File: src/rtl/rom_download_pkg.sv
// Shared types and defaults for the ROM download controller.
// FIFO entry layout, dispatcher state encoding and BG region defaults.
package rom_download_pkg;

  // First ioctl byte address of the background/sprite region
  localparam logic [24:0] BG_BASE_DEFAULT    = 25'h00E000;
  // Byte length of the background/sprite region
  localparam logic [24:0] BG_SIZE_DEFAULT    = 25'h008000;
  // Byte FIFO entries (power of two, at least 2)
  localparam int          FIFO_DEPTH_DEFAULT = 4;

  // One captured download byte together with its ioctl address
  typedef struct packed {
    logic [24:0] addr;
    logic [7:0]  data;
  } fifo_entry_t;

  // Dispatcher: IDLE pops and issues, WAIT holds until acks match
  typedef enum logic {
    IDLE = 1'b0,
    WAIT = 1'b1
  } disp_state_t;

endpackage

File: src/rtl/rom_download_ctrl_byte_fifo.sv
// Small synchronous FIFO with combinational head output.
// Pointers carry one extra wrap bit; full/empty come from comparing that bit.
// A push into a full FIFO is accepted when a pop happens in the same cycle.
module byte_fifo #(
  parameter int DEPTH = 4,
  parameter int WIDTH = 33
) (
  input  logic             clk_sys,
  input  logic             reset,
  input  logic             push,
  input  logic [WIDTH-1:0] push_data,
  input  logic             pop,
  output logic [WIDTH-1:0] pop_data,
  output logic             full,
  output logic             empty
);

  localparam int AW = $clog2(DEPTH);

  logic [AW:0]      wr_ptr_reg;
  logic [AW:0]      rd_ptr_reg;
  logic [WIDTH-1:0] mem_reg [DEPTH];
  logic             push_ok;
  logic             pop_ok;

  assign empty    = (wr_ptr_reg == rd_ptr_reg);
  assign full     = (wr_ptr_reg[AW] != rd_ptr_reg[AW]) &&
                    (wr_ptr_reg[AW-1:0] == rd_ptr_reg[AW-1:0]);
  assign pop_ok   = pop && !empty;
  assign push_ok  = push && (!full || pop_ok);
  // Head is read combinationally so the dispatcher can pop and issue in one cycle
  assign pop_data = mem_reg[rd_ptr_reg[AW-1:0]];

  // Pointer update; a push and a pop in the same cycle leave occupancy unchanged
  always_ff @(posedge clk_sys) begin
    if (reset) begin
      wr_ptr_reg <= '0;
      rd_ptr_reg <= '0;
    end else begin
      if (push_ok) wr_ptr_reg <= wr_ptr_reg + (AW+1)'(1);
      if (pop_ok)  rd_ptr_reg <= rd_ptr_reg + (AW+1)'(1);
    end
  end

  // Storage write; contents need no reset since the pointers define validity
  always_ff @(posedge clk_sys) begin
    if (push_ok) mem_reg[wr_ptr_reg[AW-1:0]] <= push_data;
  end

endmodule

File: src/rtl/rom_download_ctrl.sv
// ROM download controller: ioctl byte stream -> toggle-handshake SDRAM writes.
// Every byte goes to port1 (linear CPU image); bytes in the BG region also go
// to port2, remapped into 32-bit-wide words. rom_loaded rises once the
// download has ended and everything queued has been acknowledged.
// Optional build macro: ROMDL_CHECKSUM_EN adds a 16-bit byte checksum output.
module rom_download_ctrl
  import rom_download_pkg::*;
#(
  parameter logic [24:0] BG_BASE    = BG_BASE_DEFAULT,
  parameter logic [24:0] BG_SIZE    = BG_SIZE_DEFAULT,
  parameter int          FIFO_DEPTH = FIFO_DEPTH_DEFAULT
) (
  input  logic        clk_sys,
  input  logic        reset,
  input  logic        ioctl_downl,
  input  logic        ioctl_wr,
  input  logic [24:0] ioctl_addr,
  input  logic [7:0]  ioctl_dout,
  output logic        port1_req,
  input  logic        port1_ack,
  output logic [22:0] port1_a,
  output logic [1:0]  port1_ds,
  output logic [15:0] port1_d,
  output logic        port1_we,
  output logic        port2_req,
  input  logic        port2_ack,
  output logic [13:0] port2_a,
  output logic [1:0]  port2_ds,
  output logic [15:0] port2_d,
  output logic        port2_we,
  output logic        rom_loaded,
  output logic        busy,
`ifdef ROMDL_CHECKSUM_EN
  output logic [15:0] checksum,
`endif
  output logic        overflow
);

  // ---------------- byte capture ----------------
  logic        wr_reg;
  logic        wr_prev_reg;
  logic        downl_reg;
  logic        downl_prev_reg;
  logic [24:0] addr_reg;
  logic [7:0]  data_reg;

  logic        push;
  logic        pop;
  logic        fifo_full;
  logic        fifo_empty;
  fifo_entry_t push_entry;
  fifo_entry_t head_entry;

  // Register the ioctl inputs; edges are detected on the registered copies
  always_ff @(posedge clk_sys) begin
    if (reset) begin
      wr_reg         <= 1'b0;
      wr_prev_reg    <= 1'b0;
      downl_reg      <= 1'b0;
      downl_prev_reg <= 1'b0;
      addr_reg       <= '0;
      data_reg       <= '0;
    end else begin
      wr_reg         <= ioctl_wr;
      wr_prev_reg    <= wr_reg;
      downl_reg      <= ioctl_downl;
      downl_prev_reg <= downl_reg;
      addr_reg       <= ioctl_addr;
      data_reg       <= ioctl_dout;
    end
  end

  logic downl_rise;
  logic downl_fall;

  assign push       = wr_reg && !wr_prev_reg && downl_reg;
  assign downl_rise = downl_reg && !downl_prev_reg;
  assign downl_fall = downl_prev_reg && !downl_reg;
  assign push_entry = {addr_reg, data_reg};

  byte_fifo #(
    .DEPTH (FIFO_DEPTH),
    .WIDTH ($bits(fifo_entry_t))
  ) u_fifo (
    .clk_sys   (clk_sys),
    .reset     (reset),
    .push      (push),
    .push_data (push_entry),
    .pop       (pop),
    .pop_data  (head_entry),
    .full      (fifo_full),
    .empty     (fifo_empty)
  );

  // Sticky drop flag; a push into a full FIFO is fine if a pop frees a slot
  logic overflow_reg;
  always_ff @(posedge clk_sys) begin
    if (reset) begin
      overflow_reg <= 1'b0;
    end else if (push && fifo_full && !pop) begin
      overflow_reg <= 1'b1;
    end
  end

  // ---------------- address decode of the FIFO head ----------------
  logic [25:0] bg_end;
  logic        bg_hit;
  logic [24:0] bg_off;
  logic        unused_bg_off;

  // 26-bit end so a region touching the top of the address space cannot wrap
  assign bg_end        = {1'b0, BG_BASE} + {1'b0, BG_SIZE};
  assign bg_hit        = (head_entry.addr >= BG_BASE) &&
                         ({1'b0, head_entry.addr} < bg_end);
  assign bg_off        = head_entry.addr - BG_BASE;
  assign unused_bg_off = ^bg_off[24:15];

  // ---------------- dispatcher FSM ----------------
  disp_state_t state_reg;
  disp_state_t state_next;
  logic        p2_used_reg;
  logic        acks_done;

  logic        port1_req_reg;
  logic [22:0] port1_a_reg;
  logic [1:0]  port1_ds_reg;
  logic [15:0] port1_d_reg;
  logic        port2_req_reg;
  logic [13:0] port2_a_reg;
  logic [1:0]  port2_ds_reg;
  logic [15:0] port2_d_reg;
  logic        we_reg;

  assign acks_done = (port1_ack == port1_req_reg) &&
                     (!p2_used_reg || (port2_ack == port2_req_reg));

  // Next-state and pop decision
  always_comb begin
    state_next = state_reg;
    pop        = 1'b0;
    case (state_reg)
      IDLE: begin
        if (!fifo_empty) begin
          pop        = 1'b1;
          state_next = WAIT;
        end
      end
      WAIT: begin
        if (acks_done) state_next = IDLE;
      end
      default: state_next = IDLE;
    endcase
  end

  // State register
  always_ff @(posedge clk_sys) begin
    if (reset) state_reg <= IDLE;
    else       state_reg <= state_next;
  end

  // Port registers: load on pop and toggle the request lines; on reset the
  // requests follow the acks so no transaction looks outstanding
  always_ff @(posedge clk_sys) begin
    if (reset) begin
      p2_used_reg   <= 1'b0;
      port1_req_reg <= port1_ack;
      port1_a_reg   <= '0;
      port1_ds_reg  <= '0;
      port1_d_reg   <= '0;
      port2_req_reg <= port2_ack;
      port2_a_reg   <= '0;
      port2_ds_reg  <= '0;
      port2_d_reg   <= '0;
    end else if (pop) begin
      p2_used_reg   <= bg_hit;
      port1_req_reg <= ~port1_req_reg;
      port1_a_reg   <= head_entry.addr[23:1];
      port1_ds_reg  <= {head_entry.addr[0], ~head_entry.addr[0]};
      port1_d_reg   <= {head_entry.data, head_entry.data};
      if (bg_hit) begin
        port2_req_reg <= ~port2_req_reg;
        port2_a_reg   <= {bg_off[12:0], bg_off[14]};
        port2_ds_reg  <= {bg_off[13], ~bg_off[13]};
        port2_d_reg   <= {head_entry.data, head_entry.data};
      end
    end
  end

  // Write enable mirrors the registered download flag
  always_ff @(posedge clk_sys) begin
    if (reset) we_reg <= 1'b0;
    else       we_reg <= ioctl_downl;
  end

  // ---------------- completion tracking ----------------
  logic fall_seen_reg;
  logic rom_loaded_reg;

  // Remember the end of the download, then wait for the queue to drain
  always_ff @(posedge clk_sys) begin
    if (reset) begin
      fall_seen_reg  <= 1'b0;
      rom_loaded_reg <= 1'b0;
    end else begin
      if (downl_fall) fall_seen_reg <= 1'b1;
      if (fall_seen_reg && fifo_empty && (state_reg == IDLE)) rom_loaded_reg <= 1'b1;
    end
  end

`ifdef ROMDL_CHECKSUM_EN
  logic [15:0] checksum_reg;

  // Sum of accepted bytes; restarts with each download, frozen once loaded
  always_ff @(posedge clk_sys) begin
    if (reset || downl_rise) begin
      checksum_reg <= '0;
    end else if (push && (!fifo_full || pop) && !rom_loaded_reg) begin
      checksum_reg <= checksum_reg + {8'h00, data_reg};
    end
  end

  assign checksum = checksum_reg;
`else
  logic unused_downl_rise;
  assign unused_downl_rise = downl_rise;
`endif

  // ---------------- outputs ----------------
  assign port1_req  = port1_req_reg;
  assign port1_a    = port1_a_reg;
  assign port1_ds   = port1_ds_reg;
  assign port1_d    = port1_d_reg;
  assign port1_we   = we_reg;
  assign port2_req  = port2_req_reg;
  assign port2_a    = port2_a_reg;
  assign port2_ds   = port2_ds_reg;
  assign port2_d    = port2_d_reg;
  assign port2_we   = we_reg;
  assign rom_loaded = rom_loaded_reg;
  assign busy       = !fifo_empty || (state_reg == WAIT);
  assign overflow   = overflow_reg;

endmodule

File: config.mk
export PLATFORM = sky130hd
export DESIGN_NAME = rom_download_ctrl
export DESIGN_NICKNAME = d
export VERILOG_FILES = /design/src/rtl/rom_download_pkg.sv /design/src/rtl/rom_download_ctrl_byte_fifo.sv /design/src/rtl/rom_download_ctrl.sv
export SDC_FILE = /design/constraint.sdc
export NUM_CORES = 1
export LEC_CHECK = 0
export ABC_AREA = 1
export CORE_UTILIZATION = 49
export DETAILED_ROUTE_END_ITERATION = 10
export GPL_ROUTABILITY_DRIVEN = 0
export PLACE_DENSITY = 0.82
export SYNTH_ARGS = -nofsm -noshare
export SYNTH_HDL_FRONTEND = slang
export SYNTH_HIERARCHICAL = 1
export SYNTH_SLANG_ARGS = --single-unit
File: constraint.sdc
create_clock -name clk_sys -period 3.2 [get_ports clk_sys]
set_input_delay 0.32 -clock clk_sys [delete_from_list [all_inputs] [get_ports clk_sys]]
set_output_delay 0.32 -clock clk_sys [all_outputs]
set_load 0.02 [all_outputs]
* After elaboration in Yosys (flattened, before gate mapping)
Memories as Yosys holds them, arrays and structs flattened. A register that Yosys moved wholly into a read port is not among the register bits.
Index checks and enable logic that the tools add are counted.
** Storage, ports and cells
- Register bits :: 123
- Bits in latches :: 0
- RAM bits :: 132
- ROM bits :: 0
- Input port bits :: 39
- Output and inout bits :: 80
- Word-level logic and storage cells :: 75
- Memories kept :: 1
** Cells by class
- $add $sub $neg :: 3
- Multipliers :: 0
- Div/mod/pow operators :: 0
- $lt $le $gt $ge :: 2
- Equal/unequal tests :: 5
- Shifts and indexed selects :: 0
- Muxes and demuxes :: 13
- Bitwise logic cells :: 5
- Reductions and logical operators :: 25
** Memories
- u_fifo.mem_reg :: words 4, bits a word 33, read ports 1, clocked after memory_dff 1, wr ports 1, line rom_download_ctrl_byte_fifo.sv:22 : logic [WIDTH-1:0] mem_reg [DEPTH];
** Operators by type and width (count)
- greater-or-equal comparator 25 x 16 -> 1 bit (second input constant) :: 1
- < comparator 25 x 17 -> 1 bit (second input constant) :: 1
- subtractor 15 bit (second input constant) :: 1
- logical AND 1 bit :: 12
- two-way mux 1 bit :: 10
- adder 3 x 1 -> 3 bit (second input constant) :: 2
- zero test 1 bit :: 6
- inverter 1 bit :: 5
- two-way mux 2 bit :: 2
- AND reduction 2 bit :: 2
- nonzero test 2 bit :: 2
- == test 3 bit :: 1
- logical OR 1 bit :: 3
- == test 1 bit :: 2
- == test 2 bit :: 1
- case mux 1 bit (2 select lines) :: 1
- inequality test 1 bit :: 1

* Depth between registers and ports, before layout
- Depth after elaboration :: 8
- Mapped depth :: 14
- Depth with buffers taken out :: 13

* By module
Netlist, hierarchy kept.
** Modules (own cells, without submodules)
- byte_fifo :: instances 1, cells each 385, area each 5318.9 sq um, seq. area each 4124.0 sq um
- rom_download_ctrl :: instances 1, cells each 433, area each 3722.3 sq um, seq. area each 2042.0 sq um

* Worst setup path after synthesis
OpenSTA, ideal clock, no wires.
- Kind :: register to register
- From :: reg u_fifo.wr_ptr_reg[1]
- To :: mem u_fifo.mem_reg[0][0], enable pin
- Library setup time :: 0.423 ns
- Data arrival time :: 2.892 ns
- Required time :: 2.777 ns
- Path slack :: -0.115 ns
- Stages on the path, launching flop included :: 13
- Buffers on the path :: 2
- Period minus slack after synthesis :: 3.315 ns
- Cells stage by stage :: dfxtp_1 > inv_1 > nand2_1 > nand2_1 > nand3_2 > inv_1 > nor2_4 > buf_4 > buf_4 > inv_1 > nand4_2 > nand2_2 > nor2_1
** Between the ends
- Word-level cells in the longest chain between the ends :: 8
- Elaborated cells between the ends (all ways) :: 12
- Those cells by class :: eq/ne (2); mux (4); reduce/logical (6)
** Ends and longest elaborated chain
- from (decl) :: line rom_download_ctrl_byte_fifo.sv:20 : logic [AW:0] wr_ptr_reg;
- from (signal assigned) :: line rom_download_ctrl_byte_fifo.sv:40 : if (push_ok) wr_ptr_reg <= wr_ptr_reg + (AW+1)'(1);
- == test 3 bit :: line rom_download_ctrl_byte_fifo.sv:26 : assign empty = (wr_ptr_reg == rd_ptr_reg);
- via fifo_empty :: line rom_download_ctrl.sv:50 : logic fifo_empty;
- two-way mux 1 bit :: line rom_download_ctrl.sv:143 : if (!fifo_empty) begin
- two-way mux 1 bit :: line rom_download_ctrl.sv:141 : case (state_reg)
- via pop :: line rom_download_ctrl.sv:48 : logic pop;
- logical AND 1 bit :: line rom_download_ctrl_byte_fifo.sv:29 : assign pop_ok = pop && !empty;
- logical OR 1 bit :: line rom_download_ctrl_byte_fifo.sv:30 : assign push_ok = push && (!full || pop_ok);
- logical AND 1 bit :: line rom_download_ctrl_byte_fifo.sv:30
- two-way mux 1 bit :: line rom_download_ctrl_byte_fifo.sv:47 : if (push_ok) mem_reg[wr_ptr_reg[AW-1:0]] <= push_data;
- two-way mux 1 bit (implied by the code) :: line rom_download_ctrl_byte_fifo.sv:47
- to (decl) :: line rom_download_ctrl_byte_fifo.sv:22
The timed path passes the listed nets, and every way through them passes these cells.

==> flow_metrics.tcl <==
set metrics [dict create \
    vias_per_cell 5.47 \
    rsz0062_at_grt "false" \
    largest_reg_flops 132 \
    multi_input_area_um2 2290 \
    synthMuxAreaShare 0 \
    synth_adder_area_share 0.00830 \
    dp_hpwl_um 12000 \
    syn_area_um2 9040 \
    ys_types 31 \
    drive_above_1_share 0.0960 \
    grt.total_usage 0.212 \
    insertion_delay_ps 500 \
    setup_ws_ps 347 \
    p_clk_frac 0.420 \
    crit_type "reg -> reg" \
    syn_to_final_growth_pct 21.9 \
    max_stage_delay_ps 640 \
    die_w_um 138 \
    final_core_utilization 0.612 \
    fin_skew_ps 8.87 \
    post-route-drc-count 0 \
    synth_compound_area_frac 0.0888 \
    cpMaxStageDelayCell "dfxtp_2" \
    min_period_ps 2850 \
    cts_setup_buffers 0 \
    finalNetCount 956 \
    ctsResizeCount 0 \
    synth_nets 863 \
    finalCritPeriodShare 0.892 \
    htree_levels 1 \
    overflow 0 \
    grt_max_degree 53 \
    synth-seq-cells 241 \
    root_buffer "clkbuf_16" \
    fin_area_um2 11000 \
    critPathMaxFanout 37 \
    hold_ws_ps 323 \
    tns_ps 0 \
    yosysWarnings 6 \
    start_util 0.502 \
    antenna_cells 0 \
    max_clock_freq_ghz 0.350 \
    wirelength_um 19700 \
    start_kind "register" \
    via_count 6326 \
    grt-busiest-layer "met2" \
    firstDrtPassIters 6 \
    pre_cts_ws_ps 499 \
    cts_buffers 23 \
    combPwrFrac 0.048 \
    critPathBufInv 2 \
    post-place-cells 1115 \
    cp_top_family "simple AND/OR/NAND/NOR gates" \
    antenna_found_initial 0 \
    cap_violations 0 \
    io_pins 119 \
    synth_top_family_by_area "simple AND/OR/NAND/NOR gates" \
    cp-end-kind "register" \
    drtAntennaViolNets 0 \
    clkSinkCount 241 \
    seq_area_frac_synth 0.682 \
    required_ps 3410 \
    final_max_slew_viol_count 0 \
    cp_data_arrival_time_ps 3060 \
    worstMarginPinSlew_ps 844 \
    die_area_um2 19000 \
    final-hold-violation-count 0 \
    clkTransAtPathRegs_ps 60 \
    hold_buffers 0 \
    synth_xor_area_frac 0.00471 \
    vdd_drop_max_v 0.000459 \
    fin_cells 1156 \
    max_slew_margin 0.436 \
    synthCells 818 \
    swShare 0.208 \
    nFillCells 1413 \
    synthSimpleGateAreaFrac 0.148 \
    drtIter0Drc 561 \
    use_met3 0.0357 \
    synth.avg_cell_area_um2 11.1 \
    internal_power_mw 5.02 \
    finalPower_mw 6.34 \
    final-setup-viol-count 0 \
    pwr_density_cell_nw_per_um2 575 \
    status "complete, no violations" \
    leakagePower_nw 4.18 \
    grt_pass1_wl_um 30800 \
    min_path_type "in -> reg" \
    p_switching_mw 1.32 \
    hp-start "ioctl_wr" \
    register_area_um2 6170 \
    die_y_um 138 \
    grt_pass1_vias 6051 \
    io_buffers 118 \
    clock_path_buffers 3 \
    use_met2 0.366 \
    p_seq_frac 0.532 \
    wire_per_inst_um 17.0 \
    fp-row-count 49 \
    placed_cell_area_um2 10300 \
    core_um2 18000 \
    cp_cell_sequence "inv_2, o21ai_1, o22ai_1, ha_1, inv_1, nand3_1, nand2_2, nand3_4, nand2_1" \
    cts_tree "built" \
    use_met1 0.268 \
]
## Yosys cell counts (all sizes together)
cell type  number  share of area
clkinv          1        0.00041
xor2            2         0.0019
a31oi           3         0.0021
o22ai          34          0.024
nand3          33          0.031
edfxtp        134           0.45
clkbuf         15         0.0062
nand2          53          0.023
nor3            1        0.00055
o21ai         101          0.056
nor2          178          0.077
inv            64          0.027
a21oi          12         0.0066
buf            48          0.035
nand4          24          0.017
dfxtp         107           0.24
ha              6         0.0083
xnor2           2         0.0028
## cell type report
cell class,count,share of cell area
clock buffer,28,0.0539
clock inverter,13,0.0129
inverter,65,0.0221
multi-input combinational,449,0.208
sequential,241,0.559
tap,229,0.0260
timing repair buffer,131,0.118
## path summary, 6_finish.rpt
kind                 end  slack [ps]  cells past startpoint
max reg2reg    port2_req         350                      9
min reg2reg  wr_prev_reg         440                      2
min               wr_reg         320                      3
max            port2_req         350                      9
## metal layers
layer	wire [µm]	part of all wire
met1	8000	0.41
met4	474	0.024
met2	9650	0.49
met5	0	0
met3	1570	0.080
## power groups by stage
stage	combinational, mW	clock [mW]	sequential (mW)
after floorplan	0.133	0	3.46
after global placement	0.300	0	3.44
after detailed placement	0.304	0	3.44
after CTS	0.306	2.70	3.37
after global routing	0.333	2.82	3.38
final	0.305	2.66	3.37
## logic make-up after synthesis
group,after synthesis
XOR/XNOR,4
AND/OR/NAND/NOR,289
flip-flops,241
AO/OA/AOI/OAI,150
buffers and inverters,128
adder cells (fa/ha/maj),6
## cell usage in the layout, fill, tap and decap left out, types with 12 or more instances in the layout
| cell type | synthesis | routed |
|---|---|---|
| a21oi_1 | 12 | 12 |
| clkbuf_16 | 0 | 23 |
| clkdlybuf4s50_1 | 0 | 117 |
| dfxtp_1 | 107 | 106 |
| edfxtp_1 | 134 | 134 |
| inv_1 | 60 | 60 |
| nand2_1 | 49 | 49 |
| nand3_1 | 12 | 12 |
| nand3_2 | 20 | 20 |
| nand4_1 | 23 | 23 |
| nor2_1 | 174 | 170 |
| o21ai_0 | 77 | 77 |
| o21ai_1 | 24 | 24 |
| o22ai_1 | 33 | 33 |
## worst register-to-register path: stages, from the launching register on
cell	delay, ps
dfxtp_2	640
inv_2	390
o21ai_1	310
o22ai_1	150
ha_1	240
inv_1	60
nand3_1	90
nand2_2	100
nand3_4	380
nand2_1	220
Power figures use the tool's default switching activity.
